File: config.mk
export PLATFORM = sky130hd
export DESIGN_NAME = mips_load_dump_ctrl
export DESIGN_NICKNAME = d
export VERILOG_FILES = /design/src/rtl/mips_load_dump_ctrl.sv
export SDC_FILE = /design/constraint.sdc
export NUM_CORES = 1
export LEC_CHECK = 0
export ABC_AREA = 1
export BUFFER_PORTS_ARGS = -buffer_cell sky130_fd_sc_hd__clkbuf_2
export CORE_MARGIN = 2
export CORE_UTILIZATION = 35
export DETAILED_ROUTE_END_ITERATION = 8
export PLACE_DENSITY = 0.7
export SLEW_MARGIN = 20
export SYNTH_ARGS = -nofsm -noshare
export SYNTH_HDL_FRONTEND = slang
export SYNTH_SLANG_ARGS = --single-unit
File: constraint.sdc
create_clock -name clk -period 10.3 [get_ports clk]
set_clock_uncertainty 0.05 [all_clocks]
set_input_delay 2.06 -clock clk [delete_from_list [all_inputs] [get_ports clk]]
set_output_delay 2.06 -clock clk [all_outputs]
set_load 0.02 [all_outputs]
File: src/rtl/mips_load_dump_ctrl.sv
// Run sequencer for one MIPS_processor test: load the instruction image, pulse processor
// reset, run until halt or timeout, then stream out the register file, PC and data memory.
module mips_load_dump_ctrl #(
    parameter int          IMEM_WORDS = 8192,
    parameter int          DMEM_WORDS = 8192,
    parameter int          DM_AW      = 13,
    parameter int          RF_REGS    = 32,
    parameter int          RST_CYCLES = 2,
    parameter logic [31:0] HALT_WORD  = 32'hFFFF_FFFF,
    parameter int          MAX_CYCLES = 1_000_000
) (
    input  logic              clk,
    input  logic              reset,
    input  logic              start,
    input  logic              ld_valid,
    output logic              ld_ready,
    input  logic [31:0]       ld_data,
    output logic              wr,
    output logic [31:0]       write_address,
    output logic [31:0]       instruc_data,
    output logic              proc_reset,
    input  logic [31:0]       inst,
    input  logic [31:0]       pc,
    output logic [4:0]        tb_add,
    input  logic [31:0]       tb_da,
    output logic [DM_AW-1:0]  tb_address,
    input  logic [31:0]       tb_data,
    output logic              dump_valid,
    input  logic              dump_ready,
    output logic [31:0]       dump_data,
    output logic              dump_last,
    output logic              busy,
    output logic              done,
    output logic              timeout,
    output logic [31:0]       run_cycles
);

    localparam logic [31:0] LOAD_LAST = 32'(IMEM_WORDS - 1);
    localparam logic [31:0] PRST_LAST = 32'(RST_CYCLES - 1);
    localparam logic [31:0] RUN_LAST  = 32'(MAX_CYCLES - 1);
    localparam logic [31:0] PC_IDX    = 32'(RF_REGS);
    localparam logic [31:0] DM_BASE   = 32'(RF_REGS + 1);
    localparam logic [31:0] DUMP_LAST = 32'(RF_REGS + DMEM_WORDS);

    typedef enum logic [2:0] {
        S_IDLE,
        S_LOAD,
        S_PRST,
        S_RUN,
        S_DUMP,
        S_DONE
    } state_t;

    state_t      state_reg, state_next;
    logic [31:0] cnt_reg, cnt_next;
    logic        wr_reg, wr_next;
    logic [31:0] waddr_reg, waddr_next;
    logic [31:0] idata_reg, idata_next;
    logic        dvalid_reg, dvalid_next;
    logic [31:0] ddata_reg, ddata_next;
    logic        dlast_reg, dlast_next;
    logic        timeout_reg, timeout_next;
    logic [31:0] runcyc_reg, runcyc_next;

    logic             accept;
    logic [DM_AW-1:0] dm_index;
    logic [31:0]      dump_src;

    assign ld_ready   = (state_reg == S_LOAD);
    assign accept     = ld_valid & ld_ready;
    assign proc_reset = (state_reg == S_PRST);
    assign busy       = (state_reg != S_IDLE) && (state_reg != S_DONE);
    assign done       = (state_reg == S_DONE);

    // Debug read addresses come straight from the registered dump index so the
    // combinational read data is valid in the same cycle it is captured.
    assign dm_index   = DM_AW'(cnt_reg - DM_BASE);
    assign tb_add     = (state_reg == S_DUMP && cnt_reg < PC_IDX) ? cnt_reg[4:0] : 5'd0;
    assign tb_address = (state_reg == S_DUMP && cnt_reg > PC_IDX) ? dm_index : '0;

    always_comb begin
        dump_src = tb_data;
        if (cnt_reg < PC_IDX)
            dump_src = tb_da;
        else if (cnt_reg == PC_IDX)
            dump_src = pc;
    end

    always_comb begin
        state_next   = state_reg;
        cnt_next     = cnt_reg;
        wr_next      = 1'b0;
        waddr_next   = waddr_reg;
        idata_next   = idata_reg;
        dvalid_next  = dvalid_reg;
        ddata_next   = ddata_reg;
        dlast_next   = dlast_reg;
        timeout_next = timeout_reg;
        runcyc_next  = runcyc_reg;

        case (state_reg)
            S_IDLE, S_DONE: begin
                if (start) begin
                    state_next   = S_LOAD;
                    cnt_next     = 32'd0;
                    timeout_next = 1'b0;
                    runcyc_next  = 32'd0;
                end
            end
            S_LOAD: begin
                if (accept) begin
                    wr_next    = 1'b1;
                    waddr_next = {cnt_reg[29:0], 2'b00};
                    idata_next = ld_data;
                    if (cnt_reg == LOAD_LAST) begin
                        state_next = S_PRST;
                        cnt_next   = 32'd0;
                    end else begin
                        cnt_next = cnt_reg + 32'd1;
                    end
                end
            end
            S_PRST: begin
                if (cnt_reg == PRST_LAST) begin
                    state_next = S_RUN;
                    cnt_next   = 32'd0;
                end else begin
                    cnt_next = cnt_reg + 32'd1;
                end
            end
            S_RUN: begin
                runcyc_next = runcyc_reg + 32'd1;
                if (inst == HALT_WORD) begin
                    state_next = S_DUMP;
                end else if (runcyc_reg == RUN_LAST) begin
                    timeout_next = 1'b1;
                    state_next   = S_DUMP;
                end
            end
            S_DUMP: begin
                if (dvalid_reg && dump_ready && dlast_reg) begin
                    state_next  = S_DONE;
                    dvalid_next = 1'b0;
                    dlast_next  = 1'b0;
                end else if (!dvalid_reg || dump_ready) begin
                    ddata_next  = dump_src;
                    dvalid_next = 1'b1;
                    dlast_next  = (cnt_reg == DUMP_LAST);
                    cnt_next    = cnt_reg + 32'd1;
                end
            end
            default: state_next = S_IDLE;
        endcase
    end

    always_ff @(posedge clk or posedge reset) begin
        if (reset) begin
            state_reg   <= S_IDLE;
            cnt_reg     <= 32'd0;
            wr_reg      <= 1'b0;
            waddr_reg   <= 32'd0;
            idata_reg   <= 32'd0;
            dvalid_reg  <= 1'b0;
            ddata_reg   <= 32'd0;
            dlast_reg   <= 1'b0;
            timeout_reg <= 1'b0;
            runcyc_reg  <= 32'd0;
        end else begin
            state_reg   <= state_next;
            cnt_reg     <= cnt_next;
            wr_reg      <= wr_next;
            waddr_reg   <= waddr_next;
            idata_reg   <= idata_next;
            dvalid_reg  <= dvalid_next;
            ddata_reg   <= ddata_next;
            dlast_reg   <= dlast_next;
            timeout_reg <= timeout_next;
            runcyc_reg  <= runcyc_next;
        end
    end

    assign wr            = wr_reg;
    assign write_address = waddr_reg;
    assign instruc_data  = idata_reg;
    assign dump_valid    = dvalid_reg;
    assign dump_data     = ddata_reg;
    assign dump_last     = dlast_reg;
    assign timeout       = timeout_reg;
    assign run_cycles    = runcyc_reg;

endmodule

# == After elaboration in Yosys (flattened, before gate mapping) ==
# Cells that the tools add are included.
# totals
reg_bits,165
latchBits,0
ram_bits,0
mem_bits_ro,0
inputBits,165
output_inout_bits,154
mem_count,0
# op_classes
addsub,3
mul,0
n_div,0
order_cmp,2
eq_ne,22
n_shift,0
mux,30
bitwise,2
n_reduce_logical,20
# op_table
cell,count
$mux W32,8
$pmux W32 S4,1
$add A32 B1 Y32 const B,2
$pmux W32 S2,1
$eq A32 B1 Y1 const B,1
$eq A32 B13 Y1 const B,1
$eq A32 B14 Y1 const B,1
$eq A32 B20 Y1 const B,1
$eq A32 B32 Y1 const B,1
$eq A32 B6 Y1 const B,1
$gt A32 B6 Y1 const B,1
$lt A32 B6 Y1 const B,1
$mux W3,7
$pmux W3 S5,1
$mux W13,1
$sub A13 B6 Y13 const B,1
$ne A2 B1 Y1 const B,5
$mux W1,9
$ne A2 B2 Y1 const B,4
$eq A3 B2 Y1 const B,2
$eq A3 B3 Y1 const B,2
$ne A3 B3 Y1 const B,2
$reduce_and A2 Y1,3
$reduce_and A6 Y1,1
other kinds (16),21

# == Depth between registers and ports, before layout ==
# Gate-level depths: netlist (run 1).
# logic_depth
word_depth,5
depth_mapped,12
ltp_nobuf,11

# == Least setup slack after synthesis (run 1) ==
# OpenSTA, ideal clock, no wires.
# synth_path
kind,register to output
from,register cnt_reg[0]
to,output port tb_address[5]
arrival_time_ps,1742
required_ps,8190
slack_ps,6448
path_stages_with_launch,8
n_path_buf,0
path_cell_list,dfrtp_1 > inv_1 > ha_1 > nand3_1 > nor2_4 > nand2_1 > nand3_1 > nor3b_1
# synth_via
elab_chain_len,3
# synth_lines
element,line,text
"start, declared",55,"logic [31:0] cnt_reg, cnt_next;"
"start signal, assigned",170,cnt_reg <= cnt_next;
$gt A32 B6 Y1,79,assign tb_address = (state_reg == S_DUMP && cnt_reg > PC_IDX) ? dm_index : '0;
$logic_and A1 B1 Y1,79,
$mux W13 (*),79,
"end, declared",26,"output logic [DM_AW-1:0] tb_address,"
# Every way passes the cells marked *; elsewhere a longest branch is shown, timed or not.

# == Worst setup path in the final report (run 1) ==
# layout_path
from,register cnt_reg[0]
to,output port tb_address[11]
# Same word-level chain as after synthesis.

==> impl_metrics.csv, run 1 <==
group,metric,value,unit
timing,hold_viol,0,
yosys,syn_avg_cell_area,6.874,um^2
global_route,track_usage,0.2033,
timing,worst_pin_slew,969.3,ps
timing,rsz0062_at_grt,"false",
yosys,synth_fa_ha_area_frac,0.006566,
pwr,leakagePower,6.379,nW
yosys,ys_ff_latch,165,
global_route,grt_start_max_net_pins,91,
yosys,ys_warn_count,0,
yosys,synthMuxAreaShare,0,
clock_network,cts_tree,"done",
detailed_routing,dr_total_vias,9972,
detailed_routing,routedWlPerCell,14.39,um
clock_network,cts-root-buf,"clkbuf_16",
yosys,synth_compound_area_frac,0.05266,
detailed_routing,first_pass_iters,5,
placed_design,routabilityCongestion,0.8920,
pwr,p_sw,1.021,mW
die,rows,60,
clock_network,htreeDepth,4,
yosys,synth_top_area_cell,"dfrtp_1",
cells_and_area,final_common_cell,"nand2_1",
setup_path,cp.arrival,3700,ps
clock_network,insertion_delay,440,ps
die,start_util,0.3545,
global_route,grt_antenna_before_repair,0,
pwr,p_per_area,201.2,nW/um^2
pwr,p_seq_frac,0.365,
pwr,total_power,2.403,mW
die,pin_count,319,
placed_design,dp_hpwl,21.68,mm
clock_network,cts.sinks,165,
yosys,synth_top_family_by_area,"simple AND/OR/NAND/NOR gates",
pwr,power.internal,1.382,mW
detailed_routing,ant_nets,0,
timing,setup_viol,0,
pwr,pwr-share-comb,0.352,
hold_path,worstHoldPathType,"reg -> reg",
die,core,26880,um^2
yosys,synth_xor_area_frac,0.02850,
yosys,yosysSeqAreaShare,0.4334,
pwr,clockPowerShare,0.282,
detailed_routing,wl,29.16,mm
cells_and_area,final_util,0.4445,
cells_and_area,area_growth,25.37,%
cells_and_area,n_antenna_cell,0,
status,status,"finished, final reports clean",
clock_network,cts_resized,0,
detailed_routing,drc,0,
die,die_y,169.0,um
global_route,grt-ovfl-total,0,
setup_path,crit_required,8190,ps
cells_and_area,final_cell_mix,"nand2_1 (522), clkbuf_2 (316), nor2_1 (224), dfrtp_1 (165), nand3_1 (124)",
timing,fin_crit,5806,ps
yosys,yosys.area_share.simple,0.4063,
clock_network,clock_path_buffers,2,
yosys,yosysTopAreaCellShare,0.4334,
placed_design,port_buffers,316,
setup_path,criticalPathCategory,"reg -> out",
timing,slew_viol_final,0,
detailed_routing,drt-initial-drc-count,783,
setup_path,r2r_slack,7340,ps
flow_run,cap_violations,0,
die,die_area,28560,um^2
yosys,synth_area_leaders,"dfrtp_1 (43%), nand2_1 (21%), nor2_1 (8.8%), nand3_1 (6.6%), inv_1 (3.9%)",
clock_network,post_cts_buffers,0,
clock_network,cts.reportedPaths.clkPinSlew,80,ps
setup_path,cp_max_fo,33,
clock_network,cts_buffers,17,
timing,tns,0,ps
timing,max_freq,172.2,MHz
die,die_w,169.0,um
global_route,grt_pass1_vias,9303,
yosys,synth_area,9528,um^2
setup_path,crit_path_start_kind,"flip-flop",
yosys,synth.distinct_cells,38,
clock_network,hold_buffers,0,
detailed_routing,routed_via_density,4.920,
cells_and_area,layout-drive-gt1-share,0.2248,
yosys,syn_inst,1386,
setup_path,cp-end-kind,"output port",
pwr,switching_share,0.4249,
cells_and_area,nets,1843,
timing,relSlewSlack,0.3529,
timing,period_share,0.5637,
global_route,grt_pass1_wl,46.79,mm
pwr,vdd.ir_drop.worst,0.0001013,V
synth_stat cells, drive strengths merged:
master and n:
a21oi 15, a31oi 2, buf 37, clkbuf 17, conb 1, dfrtp 165, ha 5, inv 106
nand2 527, nand3 128, nand3b 8, nand4 16, nor2 229, nor3 23, nor3b 2, nor4 1
o21ai 61, o21bai 3, o22ai 4, o311ai 3, o31ai 1, o32ai 1, xnor2 1, xor2 30
critical path, cell delays in order (launching register included):
cell and delay (ps):
dfrtp_1 470, inv_1 240, ha_1 190, nand3_1 160, nor2_4 610, nand2_2 590, nand3_1 630, nor2_1 140
clkbuf_2 200
power groups by stage:
stage	Sequential (mW)	Clock, mW	Combinational [mW]
CTS	0.879	0.695	0.852
floorplan	1.04	0	0.403
finish	0.878	0.678	0.847
global placement	0.887	0	0.840
global route	0.897	0.720	0.933
detailed placement	0.887	0	0.852
area by class of cell:
| cell class | instances | area, um^2 |
|---|---|---|
| fillers | 2775 | 14930 |
| multi-input cells | 1062 | 4725 |
| flip-flops and latches | 165 | 4129 |
| repair buffers | 321 | 1632 |
| well taps | 341 | 426.7 |
| clock buffers | 17 | 425.4 |
| inverters | 106 | 402.9 |
| clock inverters | 15 | 205.2 |
stage by stage:
step / instances / worst slack [ps] / cell area, um^2 / hold WS (ps)
finish: 2027 / 4494 / 11950 / 429.1
CTS: 2026 / 4054 / 11920 / 436.2
floorplan: 1387 / 3728 / 9532 / 421.1
detailed placement: 1994 / 4544 / 11290 / 417.0
global route: 2027 / 4240 / 11950 / 448.3
global placement: 1994 / 4735 / 11290 / 411.2
cell families (layout without fill, tap and decap cells):
family                     Yosys count  after routing
DFF                                165            165
and+or+nand+nor                    934            934
AOI/OAI and AO/OA                   90             90
buffers and inverters              160            459
xor gates and xnor gates            31             31
other                                1              2
adders and majority gates            5              5
layer usage:
metal | GRT usage | wire length, um | vias up
met5 | 0 | 0 | -
met3 | 0.04138 | 2319 | 34
met2 | 0.3280 | 13180 | 438
met4 | 0.06503 | 502 | 0
li1 | - | - | 4919
met1 | 0.2747 | 13160 | 4581
path summary, 6_finish.rpt:
| path | start | endpoint | cells after the start |
|---|---|---|---|
| max | cnt_reg[0]$_DFFE_PP0P_ | tb_address[11] | 8 |
| min | instruc_data[17]$_DFFE_PP0P_ | instruc_data[17]$_DFFE_PP0P_ | 2 |
| max reg2reg | cnt_reg[0]$_DFFE_PP0P_ | dump_data[26]$_DFFE_PP0P_ | 9 |
| min reg2reg | instruc_data[17]$_DFFE_PP0P_ | instruc_data[17]$_DFFE_PP0P_ | 2 |
| max in group asynchronous | reset | write_address[22]$_DFFE_PP0P_ | 4 |
| min in group asynchronous | reset | instruc_data[9]$_DFFE_PP0P_ | 2 |
(Power assumes the default switching activity.)
==> run 2: changes to the inputs <==
ABC_AREA = 0   (was 1)
PLACE_DENSITY = 0.71   (was 0.7)
clock period = 5.78 ns   (was 10.3 ns; I/O delays follow)
==> run 2 against run 1 <==
- utilization grew 1.2 points
- power grew 72%
- design area shrank 9.8%
- sequential power grew 81%
- sequential share of layout area grew 3.7 points
- count of clock-buffer cells in the layout is the same
- area after synthesis shrank 11%
- critical endpoint is now tb_address[5]
==> impl_metrics.csv, run 2 <==
group,metric,value,unit
status,status,"finished, final reports clean",
yosys,synth_top_area_cell,"dfrtp_1",
clock_network,cts.sinks,165,
timing,slew_viol_final,0,
yosys,synth_area_leaders,"dfrtp_1 (49%), mux2_2 (8.4%), mux2i_1 (4.4%), o21ai_0 (3.6%), nor2_1 (3.2%)",
global_route,track_usage,0.1868,
setup_path,crit_path_start,"cnt_reg[8]$_DFFE_PP0P_",
die,core,23610,um^2
cells_and_area,register_area,4129,um^2
die,start_util,0.3579,
timing,relSlewSlack,0.2916,
cells_and_area,final_cell_mix,"clkbuf_2 (316), dfrtp_1 (165), nor2_1 (71), mux2_2 (63), o21ai_0 (61)",
global_route,grt_pass1_vias,7259,
hold_path,worstHoldPathType,"reg -> reg",
placed_design,routabilityCongestion,0.8377,
clock_network,cts.reportedPaths.clkPinSlew,70,ps
yosys,synth_edf_count,0,
setup_path,r2r-start,"cnt_reg[8]$_DFFE_PP0P_",
placed_design,port_buffers,316,
clock_network,cts_buffers,17,
setup_path,cp_max_fo,11,
timing,rsz0062_at_grt,"false",
timing,tns,0,ps
yosys,synth.distinct_cells,53,
pwr,leakagePower,5.403,nW
cells_and_area,fillers,2222,
setup_path,cp.arrival,2930,ps
placed_design,post-place-ws,2076,ps
die,die_area,25400,um^2
cells_and_area,nets,1283,
yosys,synth_area,8451,um^2
clock_network,hold_buffers,0,
setup_path,cp-end-kind,"output port",
setup_path,endpoint,"tb_address[5]",
setup_path,criticalPathCategory,"reg -> out",
timing,worst_pin_slew,1063,ps
die,rows,56,
detailed_routing,ant_nets,0,
global_route,grt_pass1_wl,38.09,mm
clock_network,clock_path_buffers,2,
setup_path,r2r_end,"cnt_reg[4]$_DFFE_PP0P_",
clock_network,post_cts_buffers,0,
detailed_routing,routed_via_density,5.169,
global_route,grt-ovfl-total,0,
setup_path,r2r_slack,2510,ps
detailed_routing,dr_total_vias,7480,
global_route,grt_antenna_before_repair,3,
setup_path,r2r_cells,6,
clock_network,cts_tree,"done",
yosys,yosysSeqAreaShare,0.4886,
yosys,synthMostInstantiatedCell,"dfrtp_1",
timing,hold_viol,0,
detailed_routing,drt-initial-drc-count,482,
clock_network,insertion_delay,430,ps
timing,max_freq,241.9,MHz
global_route,grt_start_max_net_pins,102,
timing,period_share,0.7152,
die,pin_count,319,
die,die_w,159.4,um
detailed_routing,first_pass_iters,5,
die,die_y,159.4,um
clock_network,htreeDepth,4,
yosys,synth_common_cells,"dfrtp_1 (165), nor2_1 (71), mux2_2 (63), o21ai_0 (61), nand2_1 (54)",
clock_network,cts-root-buf,"clkbuf_16",
setup_path,crit_required,4570,ps
detailed_routing,wl,23.91,mm
yosys,syn_avg_cell_area,10.28,um^2
yosys,ys_warn_count,0,
timing,holdWs,426.8,ps
timing,fin_crit,4134,ps
placed_design,dp_hpwl,17.83,mm
cells_and_area,multi_input_area,3950,um^2
yosys,syn_inst,822,
detailed_routing,drc,0,
cells_and_area,layout-drive-gt1-share,0.3881,
cells_and_area,final_common_cell,"clkbuf_2",
timing,fin_ws,1646,ps
pwr,vdd.ir_drop.worst,0.0002906,V
cells_and_area,area_growth,27.55,%
setup_path,crit_path_start_kind,"flip-flop",
pwr,p_per_area,383.3,nW/um^2
yosys,yosysTopAreaCellShare,0.4886,
clock_network,cts_resized,0,
timing,setup_viol,0,
yosys,ys_ff_latch,165,
yosys,async_flop_share,1.000,
yosys,synth_flop_cell,"dfrtp_1",
detailed_routing,routedWlPerCell,16.52,um
flow_run,cap_violations,0,
## run 2: changes by cell type after synthesis, sizes merged, moves of 33 or more
cell / previous run / this run
a21o: 0 / 33
inv: 106 / 16
mux2: 0 / 63
mux2i: 0 / 37
nand2: 527 / 54
nand3: 128 / 34
nor2: 229 / 73
## run 2: area by class of cell
type / instances / area share
Sequential cell: 165 / 0.3831
Clock inverter: 15 / 0.01590
Multi-Input combinational cell: 590 / 0.3665
Antenna cell: 2 / 0.0004643
Clock buffer: 17 / 0.03947
Inverter: 16 / 0.006036
Tap cell: 319 / 0.03703
Timing Repair Buffer: 323 / 0.1516
## run 2: power by group
group          internal (mW)  switching [mW]  total (mW)
combinational          0.534           0.874        1.41
clock                  0.585           0.550        1.14
sequential              1.41           0.183        1.59
total                   2.52            1.61        4.13
## run 2: critical path: stages, from the launching register on
cell	delay (ps)
dfrtp_1	500
or4_4	590
or4_4	470
o41ai_2	450
buf_4	250
nor3_1	70
clkbuf_2	170
## run 2: per-layer routing
metal | share of wire | track usage
met1 | 0.42 | 0.2221
met2 | 0.49 | 0.3176
met3 | 0.068 | 0.05184
met4 | 0.026 | 0.08017
met5 | 0.00067 | 0
## run 2: through the flow
stage                     cells  instance area (um^2)    util  total power [mW]
final                      1447                 10780  0.4565             4.132
after global routing       1447                 10780  0.4565             4.358
after CTS                  1445                 10770  0.4562             4.182
after detailed placement   1413                 10180  0.4310             3.030
after global placement     1413                 10180  0.4310             3.000
after floorplan             823                  8454       -             2.591
## run 2: worst min-delay path by stage
stage / from / to / slack (ps) / depth (start not counted)
2_1_floorplan: cnt_reg[31]$_DFFE_PP0P_ / cnt_reg[31]$_DFFE_PP0P_ / 460 / 2
3_3_place_gp: dump_data[10]$_DFFE_PP0P_ / dump_data[10]$_DFFE_PP0P_ / 410 / 1
3_5_place_dp: dump_data[26]$_DFFE_PP0P_ / dump_data[26]$_DFFE_PP0P_ / 410 / 1
4_1_cts: dump_data[26]$_DFFE_PP0P_ / dump_data[26]$_DFFE_PP0P_ / 430 / 1
5_1_grt: dump_data[30]$_DFFE_PP0P_ / dump_data[30]$_DFFE_PP0P_ / 450 / 1
6_report: dump_data[5]$_DFFE_PP0P_ / dump_data[5]$_DFFE_PP0P_ / 430 / 1
## run 2: logic make-up (layout without fill, tap and decap cells)
kind of cell | count (synthesis) | after routing | share of synthesized area
simple gates | 272 | 272 | 0.1670
other cells | 1 | 4 | 0.0004438
buf+inv | 68 | 371 | 0.04560
mux | 100 | 100 | 0.1278
xor+xnor | 36 | 36 | 0.03731
flops | 165 | 165 | 0.4886
fa+ha+maj | 5 | 5 | 0.007403
compound gates | 175 | 175 | 0.1259
==> run 3: changes to the inputs <==
PLACE_DENSITY = 0.74   (was 0.71)
clock period = 3.4 ns   (was 5.78 ns; I/O delays follow)
==> run 3 against run 2 <==
- the run now ends with setup timing left
- sequential power is 70% higher
- non-clock buffer count is 22 higher
- global-route usage is 0.41 points higher
- final cell count is 1.3% higher
- combinational power is 75% higher
- first-iteration DRC count is 18% higher
- count of clock-buffer cells in the layout is 4 higher
- design area is 1.7% higher
- via count is 1.6% higher
==> impl_metrics.csv, run 3 (synthesized netlist as in run 2, its figures left out) <==
group,metric,value,unit
clock_network,cts_tree,"done",
setup_path,criticalPathCategory,"reg -> out",
global_route,grt_antenna_before_repair,1,
global_route,met1_usage,0.2278,
cells_and_area,register_area,4130,um^2
status,status,"finished with violations",
detailed_routing,ant_nets,0,
cells_and_area,multi_input_area,3969,um^2
clock_network,htreeDepth,4,
setup_path,cp.arrival,2690,ps
cells_and_area,final_util,0.4642,
setup_path,cp-end-kind,"output port",
setup_path,crit_path_start_kind,"flip-flop",
timing,fin_crit,3425,ps
die,rows,56,
global_route,grt_pass1_wl,39.03,mm
timing,period_share,1.007,
flow_run,cap_violations,0,
status,violations,"setup timing",
die,die_area,25400,um^2
detailed_routing,routedWlPerCell,16.89,um
die,core,23610,um^2
placed_design,routabilityCongestion,0.8427,
die,start_util,0.3579,
timing,relSlewSlack,0.3077,
cells_and_area,final_cells,1466,
timing,hold_viol,0,
global_route,grt_start_max_net_pins,110,
timing,tns,-129.7,ps
pwr,total_power,7.061,mW
cells_and_area,area_growth,29.70,%
hold_path,worstHoldPathType,"in -> async",
detailed_routing,wl,24.76,mm
detailed_routing,first_pass_iters,5,
cells_and_area,nets,1305,
clock_network,clock_path_buffers,2,
timing,rsz0062_at_grt,"true",
pwr,vdd.ir_drop.worst,0.0004316,V
detailed_routing,drt-initial-drc-count,569,
timing,fin_ws,-24.71,ps
detailed_routing,drc,0,
clock_network,cts_buffers,17,
detailed_routing,routed_via_density,5.182,
detailed_routing,dr_total_vias,7597,
placed_design,port_buffers,316,
clock_network,cts-root-buf,"clkbuf_16",
placed_design,post-place-ws,428.2,ps
placed_design,dp_hpwl,18.28,mm
clock_network,cts.sinks,165,
timing,worst_pin_slew,1038,ps
global_route,met2_usage,0.3294,
pwr,p_per_area,644.2,nW/um^2
pwr,leakagePower,5.524,nW
cells_and_area,final_common_cell,"clkbuf_2",
global_route,grtUsageMet3,0.05965,
die,die_w,159.4,um
global_route,grt-ovfl-total,0,
cells_and_area,n_antenna_cell,0,
global_route,grt.busiest_layer,"met2",
timing,max_freq,292.0,MHz
timing,slew_viol_final,0,
cells_and_area,layout-drive-gt1-share,0.4010,
global_route,grt_pass1_vias,7449,
setup_path,crit_required,2670,ps
placed_design,dp_cells,1426,
die,pin_count,319,
die,die_y,159.4,um
clock_network,insertion_delay,430,ps
clock_network,cts.reportedPaths.clkPinSlew,70,ps
cells_and_area,final_cell_mix,"clkbuf_2 (313), dfrtp_1 (164), nor2_1 (70), mux2_2 (63), o21ai_0 (61)",
global_route,track_usage,0.1909,
setup_path,cp_max_fo,6,
timing,setup_viol,6,
cells_and_area,fillers,2263,
run 3: power breakdown:
group	switching [mW]	internal, mW	total [mW]
combinational	1.51	0.956	2.47
sequential	0.316	2.39	2.71
clock	0.856	1.03	1.89
run 3: what timing repair did:
| item | CTS | global route |
|---|---|---|
| buffers inserted | 0 | 8 |
| pin swaps | 0 | 1 |
| gates cloned | 0 | 1 |
| gates resized for setup | 2 | 11 |
| endpoints found under the setup margin | 13 | 18 |
| hold buffers | 0 | 0 |
run 3: final timing paths:
| path | startpoint | endpoint | slack (ps) | cells after the start |
|---|---|---|---|---|
| setup / recovery | cnt_reg[8]$_DFFE_PP0P_ | tb_address[12] | -20 | 7 |
| hold / removal | reset | cnt_reg[25]$_DFFE_PP0P_ | 360 | 3 |
| setup reg to reg | cnt_reg[13]$_DFFE_PP0P_ | dump_data[25]$_DFFE_PP0P_ | 460 | 6 |
| hold reg to reg | dump_data[30]$_DFFE_PP0P_ | dump_data[30]$_DFFE_PP0P_ | 430 | 1 |
| max in group asynchronous | reset | dump_data[7]$_DFFE_PP0P_ | 2350 | 3 |
| min in group clk | ld_data[3] | instruc_data[3]$_DFFE_PP0P_ | 420 | 2 |
run 3: layout make-up:
cell class                      count  share of cell area
Sequential cell                   165              0.3768
Multi-Input combinational cell    590              0.3621
Timing Repair Buffer              345              0.1670
Clock buffer                       21             0.04384
Tap cell                          319             0.03642
Clock inverter                     10            0.007991
Inverter                           16            0.005822
run 3: layer usage:
| metal | wire length (um) | vias to the layer above |
|---|---|---|
| met3 | 1858 | 35 |
| met1 | 10130 | 3655 |
| met5 | 13 | - |
| met4 | 524 | 2 |
| li1 | - | 3583 |
| met2 | 12230 | 322 |
run 3: stage by stage:
stage | hold WS (ps) | instance area (um^2)
after global routing | 395.8 | 10960
final | 355.5 | 10960
after CTS | 394.7 | 10870
after detailed placement | 415.1 | 10300
after global placement | 407.4 | 10300
after floorplan | 455.9 | 8458
run 3: critical path: stages, from the launching register on:
cell and delay [ps]:
dfrtp_1 380, or4_4 550, or4_4 460, o41ai_4 370, buf_4 180, buf_6 120
nor2_1 50, buf_4 150
